<file path="config.mk">
export PLATFORM = sky130hd
export DESIGN_NAME = paddle_controller
export DESIGN_NICKNAME = d
export VERILOG_FILES = /design/src/rtl/paddle_controller.sv
export SDC_FILE = /design/constraint.sdc
export NUM_CORES = 1
export LEC_CHECK = 0
export CAP_MARGIN = 20
export CELL_PAD_IN_SITES_DETAIL_PLACEMENT = 0
export CELL_PAD_IN_SITES_GLOBAL_PLACEMENT = 1
export CORE_ASPECT_RATIO = 1.1
export CORE_MARGIN = 2
export CORE_UTILIZATION = 32
export DETAILED_ROUTE_END_ITERATION = 8
export GPL_ROUTABILITY_DRIVEN = 0
export PLACE_DENSITY_LB_ADDON = 0.1
export SYNTH_ARGS = -nofsm -noshare
export SYNTH_HDL_FRONTEND = slang
export SYNTH_SLANG_ARGS = --single-unit
</file>
<file path="constraint.sdc">
create_clock -name clk -period 4.6 [get_ports clk]
set_input_delay 0.46 -clock clk [delete_from_list [all_inputs] [get_ports clk]]
set_output_delay 0.46 -clock clk [all_outputs]
set_load 0.05 [all_outputs]
</file>
<file path="src/rtl/paddle_controller.sv">
// Pong player input sequencer: edge-detects two encoder front-ends, runs the READY/RUN/PAUSED
// game FSM, keeps clamped paddle positions and streams position changes over valid/ready.
module paddle_controller #(
  parameter int POS_W    = 10,
  parameter int POS_MIN  = 0,
  parameter int POS_MAX  = 400,
  parameter int POS_INIT = 200,
  parameter int STEP     = 8
) (
  input  logic             clk,
  input  logic             rst_n,
  input  logic             p0_up,
  input  logic             p0_down,
  input  logic             p0_button,
  input  logic             p1_up,
  input  logic             p1_down,
  input  logic             p1_button,
  output logic [POS_W-1:0] p0_pos,
  output logic [POS_W-1:0] p1_pos,
  output logic             run,
  output logic             upd_valid,
  input  logic             upd_ready,
  output logic             upd_player,
  output logic [POS_W-1:0] upd_pos
);
  localparam int EXT_W = POS_W + 1;
  localparam logic [EXT_W-1:0] MIN_X      = EXT_W'(POS_MIN);
  localparam logic [EXT_W-1:0] MAX_X      = EXT_W'(POS_MAX);
  localparam logic [EXT_W-1:0] STEP_X     = EXT_W'(STEP);
  localparam logic [EXT_W-1:0] MIN_STEP_X = EXT_W'(POS_MIN + STEP);

  typedef enum logic [1:0] {
    ST_READY  = 2'd0,
    ST_RUN    = 2'd1,
    ST_PAUSED = 2'd2
  } state_t;

  state_t state_reg, state_next;
  logic [1:0] up_in, down_in, btn_in;
  logic [1:0] up_hist_reg, down_hist_reg, btn_hist_reg;
  logic [1:0] up_ev, down_ev, btn_ev;
  logic [1:0] ready_reg, ready_next;
  logic [1:0] pending_reg, pending_next;
  logic [1:0] changed;
  logic [1:0][POS_W-1:0] pos_cur;
  logic last_grant_reg, last_grant_next;
  logic upd_valid_reg, upd_valid_next;
  logic upd_player_reg, upd_player_next;
  logic [POS_W-1:0] upd_pos_reg, upd_pos_next;
  logic grant;
  logic moving;

  assign up_in   = {p1_up, p0_up};
  assign down_in = {p1_down, p0_down};
  assign btn_in  = {p1_button, p0_button};
  assign up_ev   = up_in & ~up_hist_reg;
  assign down_ev = down_in & ~down_hist_reg;
  assign btn_ev  = btn_in & ~btn_hist_reg;
  assign moving  = (state_reg == ST_RUN);

  // Per-player position datapath; arithmetic is one bit wider so the up-sum cannot wrap.
  generate
    for (genvar gi = 0; gi < 2; gi++) begin : g_player
      logic [POS_W-1:0] pos_reg, pos_next;
      logic [EXT_W-1:0] pos_x, up_sum, up_val, dn_val;
      logic move_up, move_dn;

      assign pos_x   = {1'b0, pos_reg};
      assign up_sum  = pos_x + STEP_X;
      assign up_val  = (up_sum > MAX_X) ? MAX_X : up_sum;
      assign dn_val  = (pos_x < MIN_STEP_X) ? MIN_X : (pos_x - STEP_X);
      assign move_up = moving & up_ev[gi] & ~down_ev[gi];
      assign move_dn = moving & down_ev[gi] & ~up_ev[gi];
      assign pos_next = move_up ? up_val[POS_W-1:0] :
                        (move_dn ? dn_val[POS_W-1:0] : pos_reg);
      assign changed[gi] = (pos_next != pos_reg);
      assign pos_cur[gi] = pos_reg;

      always_ff @(posedge clk) begin
        if (!rst_n) pos_reg <= POS_W'(POS_INIT);
        else        pos_reg <= pos_next;
      end
    end
  endgenerate

  always_comb begin
    state_next = state_reg;
    ready_next = ready_reg;
    case (state_reg)
      ST_READY: begin
        ready_next = ready_reg | btn_ev;
        if (&ready_next) begin
          state_next = ST_RUN;
          ready_next = 2'b00;
        end
      end
      ST_RUN:    if (|btn_ev) state_next = ST_PAUSED;
      ST_PAUSED: if (|btn_ev) state_next = ST_RUN;
      default:   state_next = ST_READY;
    endcase
  end

  // Output stage samples the pre-edge position; a change in the same cycle re-arms pending.
  always_comb begin
    pending_next    = pending_reg;
    last_grant_next = last_grant_reg;
    upd_valid_next  = upd_valid_reg;
    upd_player_next = upd_player_reg;
    upd_pos_next    = upd_pos_reg;
    grant           = 1'b0;
    if (!upd_valid_reg || upd_ready) begin
      if (pending_reg == 2'b11) begin
        grant           = ~last_grant_reg;
        last_grant_next = grant;
      end else begin
        grant = pending_reg[1];
      end
      if (|pending_reg) begin
        upd_valid_next      = 1'b1;
        upd_player_next     = grant;
        upd_pos_next        = pos_cur[grant];
        pending_next[grant] = 1'b0;
      end else begin
        upd_valid_next = 1'b0;
      end
    end
    pending_next = pending_next | changed;
  end

  always_ff @(posedge clk) begin
    if (!rst_n) begin
      state_reg      <= ST_READY;
      ready_reg      <= 2'b00;
      pending_reg    <= 2'b00;
      last_grant_reg <= 1'b1;
      upd_valid_reg  <= 1'b0;
      upd_player_reg <= 1'b0;
      upd_pos_reg    <= '0;
      up_hist_reg    <= 2'b00;
      down_hist_reg  <= 2'b00;
      btn_hist_reg   <= 2'b00;
    end else begin
      state_reg      <= state_next;
      ready_reg      <= ready_next;
      pending_reg    <= pending_next;
      last_grant_reg <= last_grant_next;
      upd_valid_reg  <= upd_valid_next;
      upd_player_reg <= upd_player_next;
      upd_pos_reg    <= upd_pos_next;
      up_hist_reg    <= up_in;
      down_hist_reg  <= down_in;
      btn_hist_reg   <= btn_in;
    end
  end

  assign p0_pos     = pos_cur[0];
  assign p1_pos     = pos_cur[1];
  assign run        = moving;
  assign upd_valid  = upd_valid_reg;
  assign upd_player = upd_player_reg;
  assign upd_pos    = upd_pos_reg;
endmodule
</file>
==> results of run 1 <==
## through the flow
step,hold slack (ps),cell area (sq um),total power (W),instances,util [%]
3_3_place_gp,467.1,3243,0.0007573,479,38.37
4_1_cts,487.3,3331,0.001014,487,39.41
3_5_place_dp,469.3,3243,0.0007560,479,38.37
2_1_floorplan,452.3,2808,0.0006628,351,-
5_1_grt,527.7,3331,0.001062,487,39.41
6_report,484.6,3331,0.0009998,487,39.41
## power groups by stage
stage          Clock, W  Sequential (W)  Combinational [W]
6_report       0.000254        0.000453           0.000292
5_1_grt        0.000286        0.000459           0.000316
4_1_cts        0.000266        0.000454           0.000294
3_5_place_dp          0        0.000463           0.000293
3_3_place_gp          0        0.000463           0.000294
2_1_floorplan         0        0.000532           0.000130
## cell usage in the layout, fill, tap and decap left out, drive strengths merged, types with 7 or more instances in the layout
cell type and count:
dfxtp 45, nor3 16, nand3 9, o211ai 8
a21oi 20, nand2 37, inv 16, nor2 19
o31ai 7, o211a 10, and2 12, clkdlybuf4s50 41
and3 9, xnor2 8, mux2i 8, o21ai 17
## cells by family (layout without fill, tap and decap cells)
family / count (synthesis) / in the layout / share of synthesized area [%]
compound gates: 107 / 107 / 28.03
xor+xnor: 11 / 11 / 3.432
fa+ha+maj: 4 / 4 / 1.783
buf+inv: 42 / 67 / 6.729
flops: 45 / 45 / 32.09
mux: 8 / 8 / 2.852
simple gates: 134 / 134 / 25.09
## layout make-up
type | instances | area (sq um)
multi-input cells | 264 | 1718
clock buffers | 6 | 72.57
repair buffers | 43 | 425.4
inverters | 16 | 60.06
fillers | 891 | 5121
well taps | 111 | 138.9
clock inverters | 2 | 15.01
flip-flops and latches | 45 | 900.9
## worst register-to-register path, stage by stage, from the launching register on
cell	delay, ps
dfxtp_1	700
ha_1	470
nand2_1	90
o32a_1	380
a2111oi_2	230
a211o_1	230
and2_1	230
o221ai_1	170
a221o_1	350
## how the worst max path moves through the flow
| stage | slack, ps | to | start | cells past startpoint |
|---|---|---|---|---|
| after detailed placement | 1690 | pending_reg[1] | p1_pos[3] | 8 |
| after global placement | 1670 | pending_reg[1] | p1_pos[3] | 8 |
| after CTS | 1660 | pending_reg[1] | p1_pos[3] | 8 |
| after global routing | 1400 | pending_reg[1] | p1_pos[3] | 8 |
| final | 1640 | pending_reg[1] | p1_pos[3] | 8 |
| after floorplan | 1680 | pending_reg[1] | p1_pos[3] | 9 |
## routing by layer
layer	up-vias	share of wire (%)
li1	1330	-
met1	1275	45
met2	74	49
met3	18	3.1
met4	0	2.8
met5	-	0
==> reports/results.tsv, run 1 <==
metric	value	unit
run status	completed	
Worst Path Buf+Inv	0	
final-stage net count	388	
gr usage total	17.67	%
unrepaired setup endpoints after global routing	false	
#FFs+latches synth	45	
Hold Crit Start	upd_player	
Hold Crit Class	reg2reg	
register area share after synthesis	32.09	%
top cells by count, synth	dfxtp_1, nand2_1, a21oi_1	
DP HPWL	5.849	mm
DR pass1 iterations	4	
H-Tree Depth	2	
routed via count	2697	
start of the worst register-to-register path	p1_pos[3]	
share of cells above drive strength 1	5.053	%
worst reg2reg path depth	8	
Worst-path clk slew	90	ps
Pwr Density	300.2	nW/um^2
busiest grt layer	met2	
WS Path Type	reg2reg	
Die ar.	9540	sq um
Max Clk Rate	337.9	MHz
pre-CTS WS	1687	ps
fin worst setup slack	1641	ps
# rows	35	
Area contributors post-synth	dfxtp_1, nand2_1, a21oi_1	
Int Power	0.0006341	W
pin count of the biggest net entering global routing	29	
critical path endpoint category	register	
CP arrival	3150	ps
Flop pwr share	45.3	%
Port-buffer cells	41	
period utilization	64.33	%
clock latency at the later pin of the worst-skew pair	300	ps
post-cts sizing count	0	
CP max FO	17	
CTS buffer count	5	
Via density	5.538	
routed len/inst	16.88	microns
CP peak stage delay	700	ps
initial DRC count	128	
Post-synth EDFFs	0	
first-pass GRT wire length	13.37	mm
Reg-to-Reg End	pending_reg[1]	
cell area after synthesis	2808	sq um
met2 usage	30.33	%
post-CTS setup buffer count	0	
final setup vio count	0	
Routed Antenna Nets	0	
startpoint types	register	
Overflow after GRT	0	
Synth-to-Final Area Change	18.63	%
grt met3 use	3.097	%
sw frac	36.58	%
hold depth	2	
worst reg2reg setup slack	1640	ps
Final Slew Violations	0	
Global Route met1 Usage	21.95	%
Max-slew headroom	29.63	%
number of global-route vias before repair	2563	
power share of the combinational group	29.2	%
syn nets	364	
VDD IR max	0.1452	mV
Crit path required time	4790	ps
number of max-cap violations	0	
CP max-delay cell	dfxtp_1	
core footprint	8452	sq um
Initial Util	33.22	%
Diodes inserted	0	
Post-synth top flop	dfxtp_1	
chip height	102.2	microns
Hold-fix buffers, CTS	0	
Final Hold Viols	0	
Final TNS setup	0	ps
CTS Buffer Depth	2	
Clock Power Share	25.4	%
Post-Syn Instances	351	
synth warn	0	
post-synthesis cell type count	64	
worst hold endpoint	upd_player	
worst slew pin tran	1052	ps
root buffer cell	clkbuf_8	
switching pwr	0.0003657	W
initial antenna violation count	0	
die width	93.31	microns
DRC Markers	0	
Min Clock Period, post-route	2959	ps
CP top delay family	compound AO/OA/AOI/OAI gates	
Clock Skew	2.947	ps
ys async rst share	0	%
Post-Route WL	8.221	mm
num ports	42	
Mapped Avg Cell Area	7.999	sq um
most frequent cell after synthesis	dfxtp_1	
Synth area leader	dfxtp_1	
critical path cell sequence	ha_1 > nand2_1 > o32a_1 > a2111oi_2 > a211o_1 > and2_1 > o221ai_1 > a221o_1	
Synth top area share	32.09	%
TritonCTS clock tree	built	
Lkg Pwr	1.268	nW
Sink Count	45	
No activity file was read; power rests on OpenSTA's default activity.
==> run 2: changes to the inputs <==
clock period = 2.7 ns   (was 4.6 ns; I/O delays follow)
==> reports/results.tsv, run 2 (synthesized netlist as in run 1, its figures left out) <==
metric	value	unit	change
run status	completed		
start of the worst register-to-register path	p0_pos[4]		
Final Slew Violations	0		unchanged
Lkg Pwr	1.418	nW	+12%
chip height	102.2	microns	unchanged
Die ar.	9540	sq um	unchanged
CP top delay family	compound AO/OA/AOI/OAI gates		
Worst Setup SP	p0_pos[4]		
critical path endpoint category	register		
DR pass1 iterations	4		unchanged
worst reg2reg setup slack	270	ps	-1370 ps
gr usage total	18.20	%	+0.53 points
stages on the worst setup path	8		unchanged
Pwr Density	507.5	nW/um^2	+69%
clock latency at the later pin of the worst-skew pair	300	ps	about the same
final setup vio count	0		unchanged
initial DRC count	143		+12%
Hold Crit Class	reg2reg		
Finished Core Util	42.32	%	+2.9 points
crit path to	pending_reg[0]		
VDD IR max	0.2458	mV	+69%
unrepaired setup endpoints after global routing	false		
root buffer cell	clkbuf_8		
most frequent cells in the layout	dfxtp_1, clkdlybuf4s50_1, nand2_1		
# rows	35		unchanged
CP peak stage delay	430	ps	-270 ps
final-stage net count	415		+7.0%
worst slew pin tran	796.4	ps	-255.8 ps
critical path cell sequence	ha_1 > nand3_1 > o21ai_0 > nor4bb_2 > a21oi_1 > and2_1 > o32a_1 > o31a_1		
CTS buffer count	5		unchanged
num ports	42		unchanged
die width	93.31	microns	unchanged
CP max-delay cell	dfxtp_2		
CP arrival	2620	ps	-530 ps
Initial Util	33.22	%	unchanged
Post-Route WL	8.451	mm	+2.8%
total power	0.001815	W	+82%
Port-buffer cells	41		unchanged
Final Hold Viols	0		unchanged
first-pass GRT wire length	13.78	mm	+3.0%
number of global-route vias before repair	2770		+8.1%
post-CTS setup buffer count	0		unchanged
TritonCTS clock tree	built		
Routed Antenna Nets	0		unchanged
period utilization	90.09	%	+26 points
initial antenna violation count	0		unchanged
Reg-to-Reg End	pending_reg[0]		
routed via count	2818		+4.5%
design area	3577	sq um	+7.4%
Max Clk Rate	411.1	MHz	+22%
routed len/inst	16.44	microns	-2.6%
Via density	5.482		-1.0%
DRC Markers	0		unchanged
Clock Skew	4.684	ps	+1.737 ps
core footprint	8452	sq um	unchanged
CP max FO	8		-9
Sink Count	45		unchanged
Min Clock Period, post-route	2432	ps	-526.6 ps
Worst Path Buf+Inv	0		unchanged
WS Path Type	reg2reg		
placed inst area	3451	sq um	+6.4%
CTS Buffer Depth	2		unchanged
Synth-to-Final Area Change	27.41	%	
Crit path required time	2890	ps	-1900 ps
Overflow after GRT	0		unchanged
Diodes inserted	0		unchanged
share of cells above drive strength 1	13.15	%	+8.1 points
DP HPWL	6.495	mm	+11%
startpoint types	register		
worst reg2reg path depth	8		unchanged
pin count of the biggest net entering global routing	21		-28%
H-Tree Depth	2		unchanged
Worst-path clk slew	90	ps	about the same
Max-slew headroom	46.50	%	+17 points
number of max-cap violations	0		unchanged
[run 2: cell count changes in the layout (fill, tap and decap cells not counted), moves of 2 or more]
| cell | previous run | this run |
|---|---|---|
| buf_4 | 2 | 29 |
| dfxtp_1 | 45 | 41 |
| dfxtp_2 | 0 | 3 |
| clkinvlp_4 | 2 | 0 |
[run 2: worst register-to-register path: stages, from the launching register on]
cell,delay [ps]
dfxtp_2,430
ha_1,260
nand3_1,190
o21ai_0,210
nor4bb_2,290
a21oi_1,140
and2_1,190
o32a_1,330
o31a_1,280
[run 2: worst min path at each step]
stage / start / endpoint / slack (ps) / depth (start not counted)
global placement: ready_reg[0] / ready_reg[0] / 470 / 2
global route: ready_reg[0] / ready_reg[0] / 520 / 2
floorplan: p0_button / btn_hist_reg[0] / 390 / 1
CTS: p0_pos[2] / p0_pos[2] / 490 / 2
finish: upd_player / upd_player / 490 / 2
detailed placement: ready_reg[0] / ready_reg[0] / 480 / 2
[run 2: per-stage QoR]
| step | setup slack (ps) | setup TNS, ps | cells | hold WS, ps |
|---|---|---|---|---|
| 3_3_place_gp | 165.0 | 0 | 506 | 468.0 |
| 4_1_cts | 193.7 | 0 | 514 | 493.6 |
| 6_report | 267.5 | 0 | 514 | 491.0 |
| 2_1_floorplan | -22.81 | -22.81 | 351 | 391.7 |
| 3_5_place_dp | 215.8 | 0 | 506 | 475.6 |
| 5_1_grt | 56.33 | 0 | 514 | 517.3 |
[run 2: what timing repair did]
action | in CTS | in global routing
gates resized for setup | 0 | 5
hold buffers | 0 | 0
endpoints found under the setup margin | 0 | 3
endpoints found under the hold margin | 0 | 0
[run 2: report_power, final]
| group | leakage [nW] | internal (W) | switching (W) |
|---|---|---|---|
| Clock | 0.0554 | 0.000278 | 0.000240 |
| Combinational | 0.995 | 0.000200 | 0.000336 |
| Sequential | 0.368 | 0.000719 | 0.0000419 |
| Total | 1.42 | 0.00120 | 0.000618 |
[run 2: per-layer routing]
metal | up-vias | wire length, microns | track usage [%]
li1 | 1384 | - | -
met1 | 1308 | 3745 | 22.36
met2 | 106 | 4156 | 31.65
met3 | 20 | 324 | 2.802
met4 | 0 | 226 | 7.805
met5 | - | 0 | 0
[run 2: cell type report]
class,instances,area (sq um)
Clock buffer,6,72.57
Clock inverter,2,38.79
Fill cell,859,4875
Inverter,16,60.06
Multi-Input combinational cell,264,1730
Sequential cell,45,908.4
Tap cell,111,138.9
Timing Repair Buffer,70,628.1
==> run 3: changes to the inputs <==
--- a/config.mk
+++ b/config.mk
@@ -13,2 +13,3 @@
 export CORE_UTILIZATION = 32
+export CTS_CLUSTER_SIZE = 40
 export DETAILED_ROUTE_END_ITERATION = 8
--- a/constraint.sdc
+++ b/constraint.sdc
@@ -3,2 +3,2 @@
 set_output_delay 0.27 -clock clk [all_outputs]
-set_load 0.05 [all_outputs]
+set_load 0.02 [all_outputs]
==> reports/results.tsv, run 3 (synthesized netlist as in run 1, its figures left out) <==
metric	value	unit	change
run status	completed		
core footprint	8452	sq um	unchanged
period utilization	93.50	%	+3.4 points
# fillers	887		+3.3%
Final Hold Viols	0		unchanged
Final Slew Violations	0		unchanged
DR pass1 iterations	4		unchanged
final setup vio count	0		unchanged
worst slew pin tran	579.5	ps	-216.9 ps
Post-Route WL	8.254	mm	-2.3%
TritonCTS clock tree	built		
CP arrival	2720	ps	+100 ps
share of cells above drive strength 1	10.61	%	-2.5 points
Final TNS setup	0	ps	unchanged
startpoint types	register		
Sink Count	45		unchanged
number of global-route vias before repair	2628		-5.1%
CP peak stage delay	550	ps	+120 ps
CP top delay family	compound AO/OA/AOI/OAI gates		
first-pass GRT wire length	13.46	mm	-2.3%
Clock Skew	3.827	ps	-0.8567 ps
fin worst setup slack	175.6	ps	-91.93 ps
critical path endpoint category	register		
DP HPWL	6.156	mm	-5.2%
CP max-delay cell	dfxtp_1		
gr usage total	17.84	%	-0.37 points
num ports	42		unchanged
die width	93.31	microns	unchanged
number of max-cap violations	0		unchanged
Lkg Pwr	1.373	nW	-3.2%
Synth-to-Final Area Change	24.29	%	
final-stage net count	408		-1.7%
initial antenna violation count	0		unchanged
pre-CTS WS	131.8	ps	-83.92 ps
Pwr Density	467.3	nW/um^2	-7.9%
Overflow after GRT	0		unchanged
post-CTS setup buffer count	0		unchanged
Port-buffer cells	41		unchanged
Worst-path clk slew	90	ps	about the same
commonest non-fill, non-tap cell in the layout	dfxtp_1		
root buffer cell	clkbuf_8		
Via density	5.442		-0.74%
Crit path required time	2900	ps	about the same
chip height	102.2	microns	unchanged
most frequent cells in the layout	dfxtp_1, clkdlybuf4s50_1, nand2_1		
CTS buffer count	5		unchanged
Initial Util	33.22	%	unchanged
H-Tree Depth	2		unchanged
VDD IR max	0.2196	mV	-11%
Diodes inserted	0		unchanged
CP max FO	9		+1
routed via count	2759		-2.1%
design area	3490	sq um	-2.4%
WS Path Type	reg2reg		
placed inst area	3393	sq um	-1.7%
Min Clock Period, post-route	2524	ps	+91.93 ps
Max Clk Rate	396.1	MHz	-3.6%
Max-slew headroom	61.07	%	+15 points
routed len/inst	16.28	microns	-0.98%
pin count of the biggest net entering global routing	47		+120%
critical path cell sequence	and3_1 > nand3_1 > a2111oi_2 > a211o_1 > and2_1 > o221ai_1 > a221o_1		
DRC Markers	0		unchanged
Routed Antenna Nets	0		unchanged
CTS Buffer Depth	2		unchanged
Hold Crit Class	reg2reg		
clock latency at the later pin of the worst-skew pair	300	ps	about the same
Worst Path Buf+Inv	0		unchanged
initial DRC count	144		+0.70%
Die ar.	9540	sq um	unchanged
# rows	35		unchanged
-- run 3: cell type report --
class	instances	area (sq um)	share of cell area (%)
inverter	16	60.06	1.721
timing repair buffer	63	575.6	16.49
sequential	45	900.9	25.82
clock inverter	3	21.27	0.6095
tap	111	138.9	3.980
clock buffer	5	68.82	1.972
multi-input combinational	264	1724	49.41
-- run 3: final timing paths --
kind	startpoint	endpoint	slack, ps	cells past startpoint
setup reg to reg	p1_pos[7]	pending_reg[1]	180	7
hold / removal	p0_pos[2]	p0_pos[2]	490	2
hold reg to reg	p0_pos[2]	p0_pos[2]	490	2
setup / recovery	p1_pos[7]	pending_reg[1]	180	7
-- run 3: repair_timing --
item / 4_1_cts / 5_1_grt
endpoints found under the setup margin: 0 / 2
hold buffers: 0 / 0
gates resized for setup: 0 / 3
-- run 3: metal layers --
layer | GRT usage, % | up-vias | wire (microns)
met2 | 30.55 | 83 | 4038
met5 | 0 | - | 0
met4 | 5.882 | 0 | 157
met3 | 2.286 | 13 | 398
met1 | 23.28 | 1290 | 3659
li1 | - | 1373 | -
-- run 3: stage by stage --
step / total power, W / utilization (%) / instances / hold slack, ps
finish: 0.001631 / 41.29 / 507 / 488.5
global route: 0.001731 / 41.29 / 507 / 518.7
floorplan: 0.001034 / - / 351 / 391.7
global placement: 0.001212 / 40.15 / 499 / 470.3
detailed placement: 0.001208 / 40.15 / 499 / 476.9
CTS: 0.001654 / 41.21 / 507 / 498.4
-- run 3: worst min-delay path: stages, from the launching register on --
cell and delay (ps):
dfxtp_1 340, inv_1 70, nor2_1 40
-- run 3: power breakdown --
group          internal [W]  total [W]  switching (W)
Combinational      0.000193   0.000433       0.000240
Sequential         0.000719   0.000759      0.0000398
Clock              0.000184   0.000438       0.000254
